## src/rtl/idelay_lane_sched.sv

```systemverilog
// Round-robin IDELAY tap scheduler: walks each lane toward its target in bounded steps.
// Optional macro IDELAY_SCHED_WATCHDOG_EN adds per-lane write counters and a lane_fault output.
module idelay_lane_sched #(
  parameter int N_LANES       = 4,
  parameter int MAX_STEP      = 8,
  parameter int SETTLE_CYCLES = 4
) (
  input  logic                       clk160,
  input  logic                       rstb,
  input  logic [9*N_LANES-1:0]       delay_target_flat,
  input  logic [9*N_LANES-1:0]       delay_out_flat,
  output logic [8:0]                 delay_set_value,
  output logic [N_LANES-1:0]         delay_load,
  output logic [N_LANES-1:0]         lane_ready,
`ifdef IDELAY_SCHED_WATCHDOG_EN
  output logic [N_LANES-1:0]         lane_fault,
`endif
  output logic                       all_ready,
  output logic                       busy,
  output logic [$clog2(N_LANES)-1:0] active_lane
);

  localparam int AW = $clog2(N_LANES);

  typedef enum logic [2:0] {
    S_SCAN,
    S_CAPTURE,
    S_CALC,
    S_LOAD,
    S_SETTLE
  } state_t;

  state_t        state_q, state_d;
  logic [AW-1:0] lane_q, lane_d, lane_next;
  logic [8:0]    tgt_hold_q, tgt_hold_d;
  logic [8:0]    rb_hold_q, rb_hold_d;
  logic [8:0]    set_q, set_d;
  logic [3:0]    cnt_q, cnt_d;

  logic [8:0]        sel_target, sel_out, step_val;
  logic signed [9:0] diff;
  logic [9:0]        mag;
  logic [N_LANES-1:0] eff_ready;

  always_comb begin
    for (int i = 0; i < N_LANES; i++) begin
      lane_ready[i] = (delay_target_flat[9*i +: 9] == delay_out_flat[9*i +: 9]);
    end
  end

  assign all_ready  = &lane_ready;
  assign sel_target = delay_target_flat[9*int'(lane_q) +: 9];
  assign sel_out    = delay_out_flat[9*int'(lane_q) +: 9];
  assign lane_next  = (lane_q == AW'(N_LANES - 1)) ? '0 : lane_q + 1'b1;

  // Step toward the target, clamped to MAX_STEP; the clamp keeps the result
  // between readback and target, so it can never leave 0..511.
  always_comb begin
    diff = $signed({1'b0, tgt_hold_q}) - $signed({1'b0, rb_hold_q});
    mag  = diff[9] ? 10'(-diff) : 10'(diff);
    if (mag < 10'(MAX_STEP)) begin
      step_val = tgt_hold_q;
    end else if (diff[9]) begin
      step_val = rb_hold_q - 9'(MAX_STEP);
    end else begin
      step_val = rb_hold_q + 9'(MAX_STEP);
    end
  end

`ifdef IDELAY_SCHED_WATCHDOG_EN
  logic [5:0]         wcnt_q [N_LANES];
  logic [N_LANES-1:0] fault_q;

  // NOTE: the counter array is tiny and must start clean, so it is reset like
  // any other register rather than left as uninitialised storage.
  always_ff @(posedge clk160 or negedge rstb) begin
    if (!rstb) begin
      fault_q <= '0;
      for (int i = 0; i < N_LANES; i++) wcnt_q[i] <= '0;
    end else begin
      for (int i = 0; i < N_LANES; i++) begin
        if (lane_ready[i]) begin
          wcnt_q[i] <= '0;
        end else if (delay_load[i] && wcnt_q[i] != 6'd63) begin
          wcnt_q[i] <= wcnt_q[i] + 6'd1;
        end
        if (delay_load[i] && wcnt_q[i] == 6'd62) fault_q[i] <= 1'b1;
      end
    end
  end

  assign lane_fault = fault_q;
  assign eff_ready  = lane_ready | fault_q;
`else
  assign eff_ready  = lane_ready;
`endif

  // NOTE: every variable gets its default before the case so no path leaves
  // one unassigned, which would otherwise infer a latch.
  always_comb begin
    state_d    = state_q;
    lane_d     = lane_q;
    tgt_hold_d = tgt_hold_q;
    rb_hold_d  = rb_hold_q;
    set_d      = set_q;
    cnt_d      = cnt_q;
    delay_load = '0;
    unique case (state_q)
      S_SCAN: begin
        if (!eff_ready[lane_q]) begin
          state_d = S_CAPTURE;
        end else begin
          lane_d = lane_next;
        end
      end
      S_CAPTURE: begin
        tgt_hold_d = sel_target;
        rb_hold_d  = sel_out;
        state_d    = S_CALC;
      end
      S_CALC: begin
        set_d   = step_val;
        state_d = S_LOAD;
      end
      S_LOAD: begin
        // A lane that reached its target on its own this cycle gets no write.
        if (!lane_ready[lane_q]) delay_load[lane_q] = 1'b1;
        state_d = S_SETTLE;
      end
      S_SETTLE: begin
        if (cnt_q == 4'(SETTLE_CYCLES - 1)) begin
          cnt_d   = '0;
          lane_d  = lane_next;
          state_d = S_SCAN;
        end else begin
          cnt_d = cnt_q + 4'd1;
        end
      end
      default: state_d = S_SCAN;
    endcase
  end

  // NOTE: state registers use non-blocking assignments so every flop samples
  // the pre-edge values, independent of statement order.
  always_ff @(posedge clk160 or negedge rstb) begin
    if (!rstb) begin
      state_q    <= S_SCAN;
      lane_q     <= '0;
      tgt_hold_q <= '0;
      rb_hold_q  <= '0;
      set_q      <= '0;
      cnt_q      <= '0;
    end else begin
      state_q    <= state_d;
      lane_q     <= lane_d;
      tgt_hold_q <= tgt_hold_d;
      rb_hold_q  <= rb_hold_d;
      set_q      <= set_d;
      cnt_q      <= cnt_d;
    end
  end

  assign delay_set_value = set_q;
  assign busy            = (state_q != S_SCAN);
  assign active_lane     = lane_q;

endmodule

```

## config.mk

```make
export PLATFORM = sky130hd
export DESIGN_NAME = idelay_lane_sched
export DESIGN_NICKNAME = d
export VERILOG_FILES = /design/src/rtl/idelay_lane_sched.sv
export SDC_FILE = /design/constraint.sdc
export NUM_CORES = 1
export LEC_CHECK = 0
export BUFFER_PORTS_ARGS = -buffer_cell sky130_fd_sc_hd__buf_2
export CAP_MARGIN = 30
export CORE_ASPECT_RATIO = 0.9
export CORE_MARGIN = 4
export CORE_UTILIZATION = 52
export CTS_CLUSTER_SIZE = 20
export DETAILED_ROUTE_END_ITERATION = 10
export PLACE_DENSITY_LB_ADDON = 0.2
export SLEW_MARGIN = 10
export SYNTH_ARGS = -nofsm -noshare
export SYNTH_HDL_FRONTEND = slang
export SYNTH_SLANG_ARGS = --single-unit
```

## constraint.sdc

```tcl
create_clock -name clk160 -period 4.24 [get_ports clk160]
set_clock_uncertainty 0.1 [all_clocks]
set_input_delay 0.424 -clock clk160 [delete_from_list [all_inputs] [get_ports clk160]]
set_output_delay 0.424 -clock clk160 [all_outputs]
set_load 0.02 [all_outputs]
```

### Word-level counts from Yosys, hierarchy flattened

Index checks and enable logic that the tools add are counted.

| word-level totals | value |
|---|---|
| register bits | 36 |
| input bits | 74 |
| output and inout port bits | 21 |
| logic and storage cells | 55 |

| operators by class | value |
|---|---|
| add/subtract/negate cells | 6 |
| $mul | 1 |
| magnitude comparators | 3 |
| eq/ne operators | 13 |
| shift-type cells | 2 |
| mux-type cells | 17 |
| reductions and logical operators | 7 |

Operators by type and width:

| cell | count |
|---|---|
| $eq 9x9->1 | 4 |
| $shiftx 36x32->9 | 1 |
| $shiftx 36x7->9 | 1 |
| $mux 9 | 2 |
| $pmux 3 s5 | 1 |
| $mux 4 | 3 |
| $lt 10x4->1 const B | 1 |
| $mux 10 | 1 |
| $neg 10->10 | 1 |
| $sub 9x9->10 | 1 |
| $add 9x4->9 const B | 1 |
| $sub 9x4->9 const B | 1 |
| $eq 3x2->1 const B | 2 |
| $mul 4x2->6 const A | 1 |
| $mux 2 | 3 |
| $mux 3 | 2 |
| $ne 2x2->1 const B | 3 |
| $add 4x1->4 const B | 1 |
| $eq 4x2->1 const B | 1 |
| $pmux 2 s2 | 1 |
| $reduce_and 4->1 | 1 |
| $eq 3x1->1 const B | 1 |
| $eq 3x3->1 const B | 1 |
| $logic_not 3->1 | 1 |
| other kinds (12) | 13 |

### Logic depth before layout (Yosys ltp)

Gate-level depths: netlist of run 1.

| logic depth | value |
|---|---|
| word-level depth | 6 |
| depth in mapped cells | 16 |
| mapped depth without buffers | 15 |

### Worst setup path before layout of run 1

No wires, ideal clock.

| timing path | value |
|---|---|
| path kind | reg2reg |
| start point | reg tgt_hold_q[2] |
| end point | reg set_q[8], in the netlist delay_set_value[8] |
| setup time | 0.129 ns |
| arrival | 2.809 ns |
| data required time | 4.011 ns |
| setup slack | 1.202 ns |
| cell stages (with the launch flop) | 15 |
| buffers on the path | 0 |
| path through | dfrtp_1 > ha_1 > o21ai_0 > a21oi_2 > o31a_1 > a31oi_4 > ha_1 > a21oi_1 > o21ai_0 > o21a_1 > nor2_1 > xnor2_1 > xnor2_1 > mux2i_1 > o21ai_1 |

| on the way | value |
|---|---|
| cells in the longest elaborated chain, start to end | 5 |
| elaborated cells on any way between the ends | 6 |
| classes of those cells | 2 x add/sub; 1 x order compare; 3 x mux |

RTL lines:

| item | RTL line | text |
|---|---|---|
| start, declared | 35 | `logic [8:0] tgt_hold_q, tgt_hold_d;` |
| start signal, assigned | 156 | `tgt_hold_q <= tgt_hold_d;` |
| $sub 9x9->10 (*) | 59 | `diff = $signed({1'b0, tgt_hold_q}) - $signed({1'b0, rb_hold_q});` |
| $neg 10->10 | 60 | `mag = diff[9] ? 10'(-diff) : 10'(diff);` |
| $mux 10 | 60 |  |
| $lt 10x4->1 | 61 | `if (mag < 10'(MAX_STEP)) begin` |
| $mux 9 (*) | 61 |  |
| end signal, assigned | 158 | `set_q <= set_d;` |
| end, declared | 37 | `logic [8:0] set_q, set_d;` |

Every way passes the cells marked *; elsewhere a longest branch is shown, timed or not.
A chain may end at the register's enable or synchronous reset.

### Worst setup path after layout of run 1

Same ends and word-level chain as after synthesis.

==> impl_metrics.xml, run 1 <==
<?xml version="1.0" encoding="UTF-8"?>
<metrics>
  <group name="drt">
    <metric name="first_iteration_detailed_routing_drc_count" unit="">109</metric>
    <metric name="route.final.wire_length" unit="um">7900</metric>
    <metric name="via_per_inst" unit="">5.69</metric>
    <metric name="detail-route-antenna-nets" unit="">0</metric>
    <metric name="via_count" unit="">2674</metric>
    <metric name="drc_violations_left" unit="">0</metric>
    <metric name="wire_per_inst" unit="um">16.8</metric>
    <metric name="drt_pass1_iterations" unit="">4</metric>
  </group>
  <group name="place">
    <metric name="placement.setup.worst_slack" unit="ns">0.919</metric>
    <metric name="post-dp-hpwl" unit="um">6630</metric>
    <metric name="place_area" unit="um2">3650</metric>
    <metric name="gpl.final_weighted_congestion" unit="">0.904</metric>
    <metric name="io_buffer_count" unit="">94</metric>
  </group>
  <group name="synthesis">
    <metric name="synthDominantCellAreaShare" unit="%">28.9</metric>
    <metric name="synth_top_cell_by_area" unit="">dfrtp_1</metric>
    <metric name="synth_seq_area_share" unit="%">28.9</metric>
    <metric name="synth-async-reset-ratio" unit="%">100</metric>
    <metric name="synth.yosys.warnings" unit="">0</metric>
    <metric name="synth_area_leaders" unit="">dfrtp_1 29%, mux4_2 13%, xnor2_1 7.9%, ha_1 7.2%, xor2_1 4.8%</metric>
    <metric name="postSynth.topFlopCell" unit="">dfrtp_1</metric>
    <metric name="syn-cell-area" unit="um2">3120</metric>
    <metric name="post_synth_inst_count" unit="">307</metric>
    <metric name="synth.ff_latch_count" unit="">36</metric>
    <metric name="syn-mean-instance-area" unit="um2">10.2</metric>
    <metric name="post_synth_num_cell_types" unit="">48</metric>
    <metric name="synth_net_count" unit="">401</metric>
    <metric name="number_of_enable_type_register_cells_in_the_synthesized_netlist" unit="">0</metric>
  </group>
  <group name="timing">
    <metric name="grt_setup_unrepaired" unit="">false</metric>
    <metric name="tns" unit="ns">0</metric>
    <metric name="slew_headroom" unit="%">39.2</metric>
    <metric name="finalHoldViolations" unit="">0</metric>
    <metric name="fin_crit_sh" unit="%">79.5</metric>
    <metric name="number_of_setup_violations_in_the_final_report" unit="">0</metric>
    <metric name="finalWorstPathRequiredPeriod" unit="ns">3.37</metric>
    <metric name="fmax" unit="MHz">297</metric>
    <metric name="final-max-slew-violation-count" unit="">0</metric>
    <metric name="tightestPinTransition" unit="ns">0.912</metric>
    <metric name="worst_slack" unit="ns">0.870</metric>
  </group>
  <group name="critical_path">
    <metric name="crit-reg2reg-capture" unit="">delay_set_value[8]</metric>
    <metric name="critPathKind" unit="">reg2reg</metric>
    <metric name="timing.critical_path.to" unit="">delay_set_value[8]</metric>
    <metric name="end_kind" unit="">register</metric>
    <metric name="timing.critical_path.from" unit="">tgt_hold_q[2]</metric>
    <metric name="arrival_time_reported_for_the_critical_path_endpoint" unit="ns">3.42</metric>
    <metric name="worst_reg2reg_startpoint" unit="">tgt_hold_q[2]</metric>
    <metric name="reg2reg_path_depth" unit="">14</metric>
    <metric name="critical_path_peak_fanout" unit="">8</metric>
    <metric name="worstPathRequired" unit="ns">4.29</metric>
    <metric name="startpoint_type" unit="">register</metric>
    <metric name="rrSetupSlack" unit="ns">0.87</metric>
  </group>
  <group name="power">
    <metric name="p_leak" unit="uW">0.00178</metric>
    <metric name="cellInternalPower" unit="uW">1640</metric>
    <metric name="swShare" unit="%">47.1</metric>
    <metric name="power.sequential.fraction" unit="%">21.2</metric>
    <metric name="netSwitchingPower" unit="uW">1460</metric>
    <metric name="comb_power_share" unit="%">71.6</metric>
    <metric name="power_frac_clock" unit="%">7.2</metric>
    <metric name="pwr_density_cell" unit="nW/um2">830</metric>
    <metric name="max_rail_drop_vdd" unit="V">0.000304</metric>
  </group>
  <group name="clock_tree">
    <metric name="post_cts_resize_count" unit="">0</metric>
    <metric name="clock_path_buffers" unit="">2</metric>
    <metric name="cts_buffers" unit="">5</metric>
    <metric name="numClockSinks" unit="">36</metric>
    <metric name="cts.repair_timing.setup_buffer_count" unit="">0</metric>
    <metric name="clockRootBuffer" unit="">clkbuf_8</metric>
    <metric name="tritoncts" unit="">yes</metric>
    <metric name="clock_insertion_delay_worst_skew" unit="ns">0.28</metric>
    <metric name="ctsHoldBuffers" unit="">0</metric>
    <metric name="clock_transition_at_the_registers_of_the_reported_paths" unit="ns">0.07</metric>
    <metric name="cts-htree-levels" unit="">2</metric>
  </group>
  <group name="grt">
    <metric name="met2_capacity_usage_during_global_routing" unit="%">39.0</metric>
    <metric name="use_met1" unit="%">31.1</metric>
    <metric name="grt_start_max_net_pins" unit="">37</metric>
    <metric name="first_global_vias" unit="">2674</metric>
    <metric name="grt-ovfl-total" unit="">0</metric>
    <metric name="grt_usage" unit="%">23.4</metric>
    <metric name="groute.layer.met3.usage" unit="%">4.61</metric>
    <metric name="gr-max-usage-layer" unit="">met2</metric>
    <metric name="first_pass_grt_wire_length" unit="um">12900</metric>
    <metric name="antenna_found_initial" unit="">0</metric>
  </group>
  <group name="layout">
    <metric name="diodes" unit="">0</metric>
    <metric name="most-common-layout-cells" unit="">94 x buf_2, 36 x dfrtp_1, 30 x nand2_1</metric>
    <metric name="flow.area_growth_from_synthesis" unit="%">19.6</metric>
    <metric name="post_route_cells_drive_above_1_share" unit="%">34.5</metric>
    <metric name="design_area" unit="um2">3730</metric>
    <metric name="final_net_count" unit="">494</metric>
    <metric name="most_frequent_standard_cell_in_the_layout_excluding_fill_and_tap_cells" unit="">buf_2</metric>
  </group>
  <group name="run">
    <metric name="max_cap_viol_count" unit="">0</metric>
  </group>
  <group name="floorplan">
    <metric name="die_width" unit="um">89.6</metric>
    <metric name="die_area" unit="um2">7300</metric>
    <metric name="core_region_area" unit="um2">5760</metric>
    <metric name="floorplan.initialDensity" unit="%">54.1</metric>
    <metric name="y_dimension_of_the_die" unit="um">81.4</metric>
    <metric name="design.portCount" unit="">95</metric>
    <metric name="std_cell_rows" unit="">26</metric>
  </group>
  <group name="status">
    <metric name="outcome" unit="">finished, final reports clean</metric>
  </group>
  <group name="hold_path">
    <metric name="worstHoldPathType" unit="">in2async</metric>
  </group>
</metrics>
final cells by class:
class	count	area [um2]
clock inverter	1	5.00
tap	70	87.6
fill	471	2030
timing repair buffer	97	493
sequential	36	901
clock buffer	6	72.6
multi-input combinational	244	2110
inverter	16	60.1
kinds of logic after synthesis:
| group | Yosys count | share of synthesized area (%) |
|---|---|---|
| flip-flops | 36 | 28.9 |
| adder cells (fa/ha/maj) | 20 | 8.51 |
| multiplexers | 42 | 21.2 |
| buffers and inverters | 27 | 3.57 |
| XOR/XNOR | 45 | 12.6 |
| AND/OR/NAND/NOR | 82 | 13.7 |
| AO/OA/AOI/OAI | 55 | 11.5 |
flip-flops by register name, indices dropped and copies added (netlist names):
name,count
active_lane,2
cnt_q,4
delay_set_value,9
rb_hold_q,9
state_q,3
tgt_hold_q,9
layer usage:
metal	share of wire, %	up-vias	wire length (um)
met4	1.9	0	154
li1	-	1302	-
met3	7.0	11	550
met2	47	99	3750
met1	44	1262	3450
met5	0	-	0
power groups by stage:
stage | sequential, uW | clock, uW | combinational, uW
floorplan | 668 | 0 | 1700
finish | 655 | 223 | 2220
global placement | 653 | 0 | 2160
detailed placement | 662 | 0 | 2200
global route | 682 | 246 | 2470
CTS | 656 | 230 | 2210
worst max-delay path: stages (launching register included):
cell,delay (ns)
dfrtp_1,0.40
ha_1,0.39
o21ai_0,0.24
a21oi_2,0.09
o31a_1,0.35
a31oi_4,0.34
ha_1,0.30
a21oi_1,0.17
o21ai_0,0.14
o21a_1,0.19
nor2_1,0.11
xnor2_1,0.14
xnor2_1,0.08
mux2i_1,0.14
o21ai_1,0.07
synthesized netlist by cell type, types with 2 or more instances:
master	count
and4_1	2
and2_1	4
dfrtp_1	36
nand3_1	4
mux4_2	18
mux2_2	11
o31a_1	2
o21ai_0	14
a21o_1	4
mux2i_1	13
a21oi_1	9
o211ai_1	3
nand3b_1	2
buf_1	2
nor4_1	6
nor3_1	3
nor3b_1	3
nor2_1	10
nand2_1	30
nand2b_1	5
xnor2_1	28
clkbuf_1	6
o21ai_1	11
inv_1	16
fa_1	2
a221oi_1	2
nand4_1	6
ha_1	18
xor2_1	17
buf_2	2
stage by stage:
stage / utilization [%] / std cells / power (uW) / hold WS [ns]
5_1_grt: 64.8 / 470 / 3400 / 0.180
2_1_floorplan: - / 307 / 2370 / 0.0284
3_3_place_gp: 63.4 / 463 / 2810 / 0.363
3_5_place_dp: 63.4 / 463 / 2860 / 0.370
6_report: 64.8 / 470 / 3090 / 0.127
4_1_cts: 64.8 / 470 / 3100 / 0.141
worst min path at each step:
stage	from	to	cells after the start
5_1_grt	rstb	cnt_q[1]	1
2_1_floorplan	rstb	active_lane[0]	0
3_5_place_dp	delay_set_value[8]	delay_set_value[8]	2
3_3_place_gp	delay_set_value[4]	delay_set_value[4]	2
6_report	rstb	state_q[0]	1
4_1_cts	rstb	cnt_q[1]	1
Note: power is estimated with default switching activity, not from simulation.
==> run 2, diff against run 1 <==
Settings changed: ABC_AREA set to 1, CORE_UTILIZATION 52 to 54.
Clock period 4.24 ns to 3.2 ns, I/O delays scaled along.
==> run 2 against run 1 <==
Largest cell class unchanged. Utilization rose by 1.6 points. Clock power increased by 51%. Maximum frequency is 17% higher. Largest power group unchanged. Synthesized cell count grew 70%. Area after synthesis increased by 10%. Sequential share of layout area shrank 2.1 points. Die area is 5.5% higher. Total power is 51% higher. Critical endpoint unchanged.
==> impl_metrics.xml, run 2 <==
<?xml version="1.0" encoding="UTF-8"?>
<metrics>
  <group name="clock_tree">
    <metric name="clock_path_buffers" unit="">2</metric>
    <metric name="numClockSinks" unit="">36</metric>
    <metric name="tritoncts" unit="">yes</metric>
    <metric name="cts-htree-levels" unit="">2</metric>
    <metric name="cts_buffers" unit="">5</metric>
    <metric name="cts.repair_timing.setup_buffer_count" unit="">0</metric>
    <metric name="clock_insertion_delay_worst_skew" unit="ns">0.29</metric>
    <metric name="clock_transition_at_the_registers_of_the_reported_paths" unit="ns">0.07</metric>
    <metric name="clockRootBuffer" unit="">clkbuf_8</metric>
  </group>
  <group name="critical_path">
    <metric name="end_kind" unit="">register</metric>
    <metric name="critical_path_peak_fanout" unit="">6</metric>
    <metric name="cpMostUsedCell" unit="">nand2_1</metric>
    <metric name="critPathKind" unit="">reg2reg</metric>
    <metric name="timing.critical_path.cells" unit="">inv_1 &gt; ha_1 &gt; nand2_1 &gt; inv_1 &gt; nand2_1 &gt; nand2_1 &gt; nand2_1 &gt; nand3_2 &gt; inv_2 &gt; ha_1 &gt; a21oi_1 &gt; nand2_1 &gt; a21oi_1 &gt; nor2_1 &gt; nor2_1 &gt; xor2_1 &gt; nand2_1 &gt; nand3_1 &gt; nand2_1</metric>
    <metric name="arrival_time_reported_for_the_critical_path_endpoint" unit="ns">2.96</metric>
    <metric name="worst_reg2reg_startpoint" unit="">rb_hold_q[3]</metric>
    <metric name="critical-path-max-stage-delay" unit="ns">0.44</metric>
    <metric name="timing.critical_path.from" unit="">rb_hold_q[3]</metric>
    <metric name="startpoint_type" unit="">register</metric>
    <metric name="worstPathRequired" unit="ns">3.29</metric>
    <metric name="critical-path-slowest-cell" unit="">dfrtp_1</metric>
  </group>
  <group name="synthesis">
    <metric name="synth_compound_area_share" unit="%">14.2</metric>
    <metric name="postSynth.topFlopCell" unit="">dfrtp_1</metric>
    <metric name="synthDominantCellAreaShare" unit="%">26.2</metric>
    <metric name="synth.ff_latch_count" unit="">36</metric>
    <metric name="number_of_enable_type_register_cells_in_the_synthesized_netlist" unit="">0</metric>
    <metric name="combinational_family_with_the_most_area_after_synthesis" unit="">simple AND/OR/NAND/NOR gates</metric>
    <metric name="post_synth_inst_count" unit="">522</metric>
    <metric name="synth.yosys.warnings" unit="">0</metric>
    <metric name="xor_and_xnor_area_share_after_synthesis" unit="%">9.19</metric>
    <metric name="syn-cell-area" unit="um2">3430</metric>
    <metric name="synth_top_cell_by_area" unit="">dfrtp_1</metric>
    <metric name="post-synth-top-count-cell" unit="">nand2_1</metric>
    <metric name="yosys-top-cells-count" unit="">118 x nand2_1, 69 x inv_1, 61 x o21ai_0, 56 x nor2_1, 36 x dfrtp_1</metric>
    <metric name="synthAdderAreaFrac" unit="%">7.73</metric>
    <metric name="synth-async-reset-ratio" unit="%">100</metric>
    <metric name="synth_seq_area_share" unit="%">26.2</metric>
    <metric name="synth_area_leaders" unit="">dfrtp_1 26%, nand2_1 13%, o21ai_0 8.9%, inv_1 7.5%, ha_1 6.6%</metric>
    <metric name="synth_net_count" unit="">616</metric>
    <metric name="post_synth_mux_area_share" unit="%">0</metric>
    <metric name="post_synth_num_cell_types" unit="">34</metric>
    <metric name="syn-mean-instance-area" unit="um2">6.57</metric>
    <metric name="synth_simple_gate_area_share" unit="%">33.0</metric>
  </group>
  <group name="floorplan">
    <metric name="core_region_area" unit="um2">6150</metric>
    <metric name="std_cell_rows" unit="">27</metric>
    <metric name="die_area" unit="um2">7700</metric>
    <metric name="y_dimension_of_the_die" unit="um">83.6</metric>
    <metric name="die_width" unit="um">92.0</metric>
    <metric name="design.portCount" unit="">95</metric>
    <metric name="floorplan.initialDensity" unit="%">55.8</metric>
  </group>
  <group name="timing">
    <metric name="finalHoldViolations" unit="">0</metric>
    <metric name="fin_crit_sh" unit="%">89.6</metric>
    <metric name="grt_setup_unrepaired" unit="">false</metric>
    <metric name="number_of_setup_violations_in_the_final_report" unit="">0</metric>
    <metric name="finalWorstPathRequiredPeriod" unit="ns">2.87</metric>
    <metric name="slew_headroom" unit="%">47.5</metric>
    <metric name="fmax" unit="MHz">349</metric>
    <metric name="worst_slack" unit="ns">0.332</metric>
    <metric name="tightestPinTransition" unit="ns">0.788</metric>
    <metric name="tns" unit="ns">0</metric>
    <metric name="final-max-slew-violation-count" unit="">0</metric>
  </group>
  <group name="layout">
    <metric name="flow.area_growth_from_synthesis" unit="%">18.8</metric>
    <metric name="post_route_cells_drive_above_1_share" unit="%">21.0</metric>
    <metric name="final_net_count" unit="">706</metric>
    <metric name="n_fill_cell" unit="">578</metric>
    <metric name="layout.area.seq" unit="um2">901</metric>
    <metric name="most-common-layout-cells" unit="">118 x nand2_1, 94 x buf_2, 68 x inv_1</metric>
    <metric name="diodes" unit="">0</metric>
    <metric name="multi_input_comb_area" unit="um2">2200</metric>
    <metric name="most_frequent_standard_cell_in_the_layout_excluding_fill_and_tap_cells" unit="">nand2_1</metric>
  </group>
  <group name="place">
    <metric name="post-dp-hpwl" unit="um">7550</metric>
    <metric name="io_buffer_count" unit="">94</metric>
    <metric name="placement.setup.worst_slack" unit="ns">0.345</metric>
    <metric name="gpl.final_weighted_congestion" unit="">0.915</metric>
  </group>
  <group name="grt">
    <metric name="grt_start_max_net_pins" unit="">41</metric>
    <metric name="grt-ovfl-total" unit="">0</metric>
    <metric name="first_pass_grt_wire_length" unit="um">15900</metric>
    <metric name="first_global_vias" unit="">3533</metric>
    <metric name="grt_usage" unit="%">25.1</metric>
    <metric name="antenna_found_initial" unit="">0</metric>
  </group>
  <group name="power">
    <metric name="max_rail_drop_vdd" unit="V">0.000884</metric>
    <metric name="pwr_density_cell" unit="nW/um2">1140</metric>
    <metric name="p_leak" unit="uW">0.00221</metric>
  </group>
  <group name="drt">
    <metric name="first_iteration_detailed_routing_drc_count" unit="">246</metric>
    <metric name="via_count" unit="">3682</metric>
    <metric name="wire_per_inst" unit="um">13.4</metric>
    <metric name="via_per_inst" unit="">5.26</metric>
    <metric name="detail-route-antenna-nets" unit="">0</metric>
    <metric name="route.final.wire_length" unit="um">9400</metric>
    <metric name="drc_violations_left" unit="">0</metric>
    <metric name="drt_pass1_iterations" unit="">5</metric>
  </group>
  <group name="hold_path">
    <metric name="worstHoldPathType" unit="">in2async</metric>
  </group>
  <group name="status">
    <metric name="outcome" unit="">finished, final reports clean</metric>
  </group>
  <group name="run">
    <metric name="max_cap_viol_count" unit="">0</metric>
  </group>
</metrics>
run 2: cell types whose count changed in the layout (fill, tap and decap cells not counted), sizes merged, moves of 7 or more:
| cell | delta |
|---|---|
| a21oi | +11 |
| inv | +54 |
| mux2 | -11 |
| mux2i | -13 |
| mux4 | -18 |
| nand2 | +94 |
| nand3 | +31 |
| nand4 | +7 |
| nor2 | +47 |
| o21ai | +37 |
| o22ai | +9 |
| xnor2 | -15 |
run 2: critical path, delay by kind of cell (launching register included):
| family | cells | cell delay (ns) |
|---|---|---|
| xor+xnor | 1 | 0.15 |
| compound gates | 2 | 0.28 |
| flops | 1 | 0.44 |
| buf+inv | 3 | 0.25 |
| fa+ha+maj | 2 | 0.72 |
| simple gates | 11 | 0.83 |
run 2: per-stage QoR:
step | util [%] | area [um2] | total power [uW] | cells | hold WS, ns
floorplan | - | 3430 | 3470 | 522 | -0.0756
global placement | 64.8 | 3990 | 4220 | 692 | 0.344
detailed placement | 64.8 | 3990 | 4270 | 692 | 0.350
CTS | 66.3 | 4080 | 4650 | 700 | 0.0327
global route | 66.3 | 4080 | 5200 | 700 | 0.0796
finish | 66.3 | 4080 | 4670 | 700 | 0.000246
run 2: cell type report:
| type | count | area share (%) |
|---|---|---|
| Tap cell | 87 | 2.67 |
| Timing Repair Buffer | 99 | 12.5 |
| Inverter | 71 | 6.53 |
| Clock inverter | 1 | 0.184 |
| Sequential cell | 36 | 22.1 |
| Multi-Input combinational cell | 399 | 54.0 |
| Clock buffer | 7 | 2.12 |
run 2: cells by family after synthesis:
logic type	after synthesis
AOI/OAI and AO/OA	93
and+or+nand+nor	250
adders and majority gates	20
DFF	36
xor gates and xnor gates	36
buffers and inverters	87
run 2: path summary, 6_finish.rpt:
path | end | slack, ns | depth (start not counted)
worst max register to register | delay_set_value[8] | 0.33 | 19
max in group asynchronous | rb_hold_q[6] | 2.48 | 1
min in group clk160 | tgt_hold_q[1] | 0.30 | 5
worst max-delay path | delay_set_value[8] | 0.33 | 19
worst min register to register | delay_set_value[7] | 0.38 | 2
worst min-delay path | tgt_hold_q[7] | 0.0002 | 1
run 2: repair_timing:
item | CTS | global route
hold buffers | 0 | 0
endpoints found under the setup margin | 0 | 1
resized for setup | 0 | 1
run 2: power breakdown:
group          total, uW  switching (uW)  leakage [uW]  internal, uW
sequential           822             136      0.000445           686
clock                336             162     0.0000445           175
combinational       3510            2290       0.00172          1210
run 2: metal layers:
| layer | GRT usage (%) | share of wire, % | routed length [um] |
|---|---|---|---|
| met4 | 4.72 | 1.1 | 102 |
| met1 | 33.9 | 43 | 4080 |
| met2 | 42.0 | 48 | 4520 |
| met3 | 4.87 | 7.4 | 697 |
| met5 | 0 | 0 | 0 |
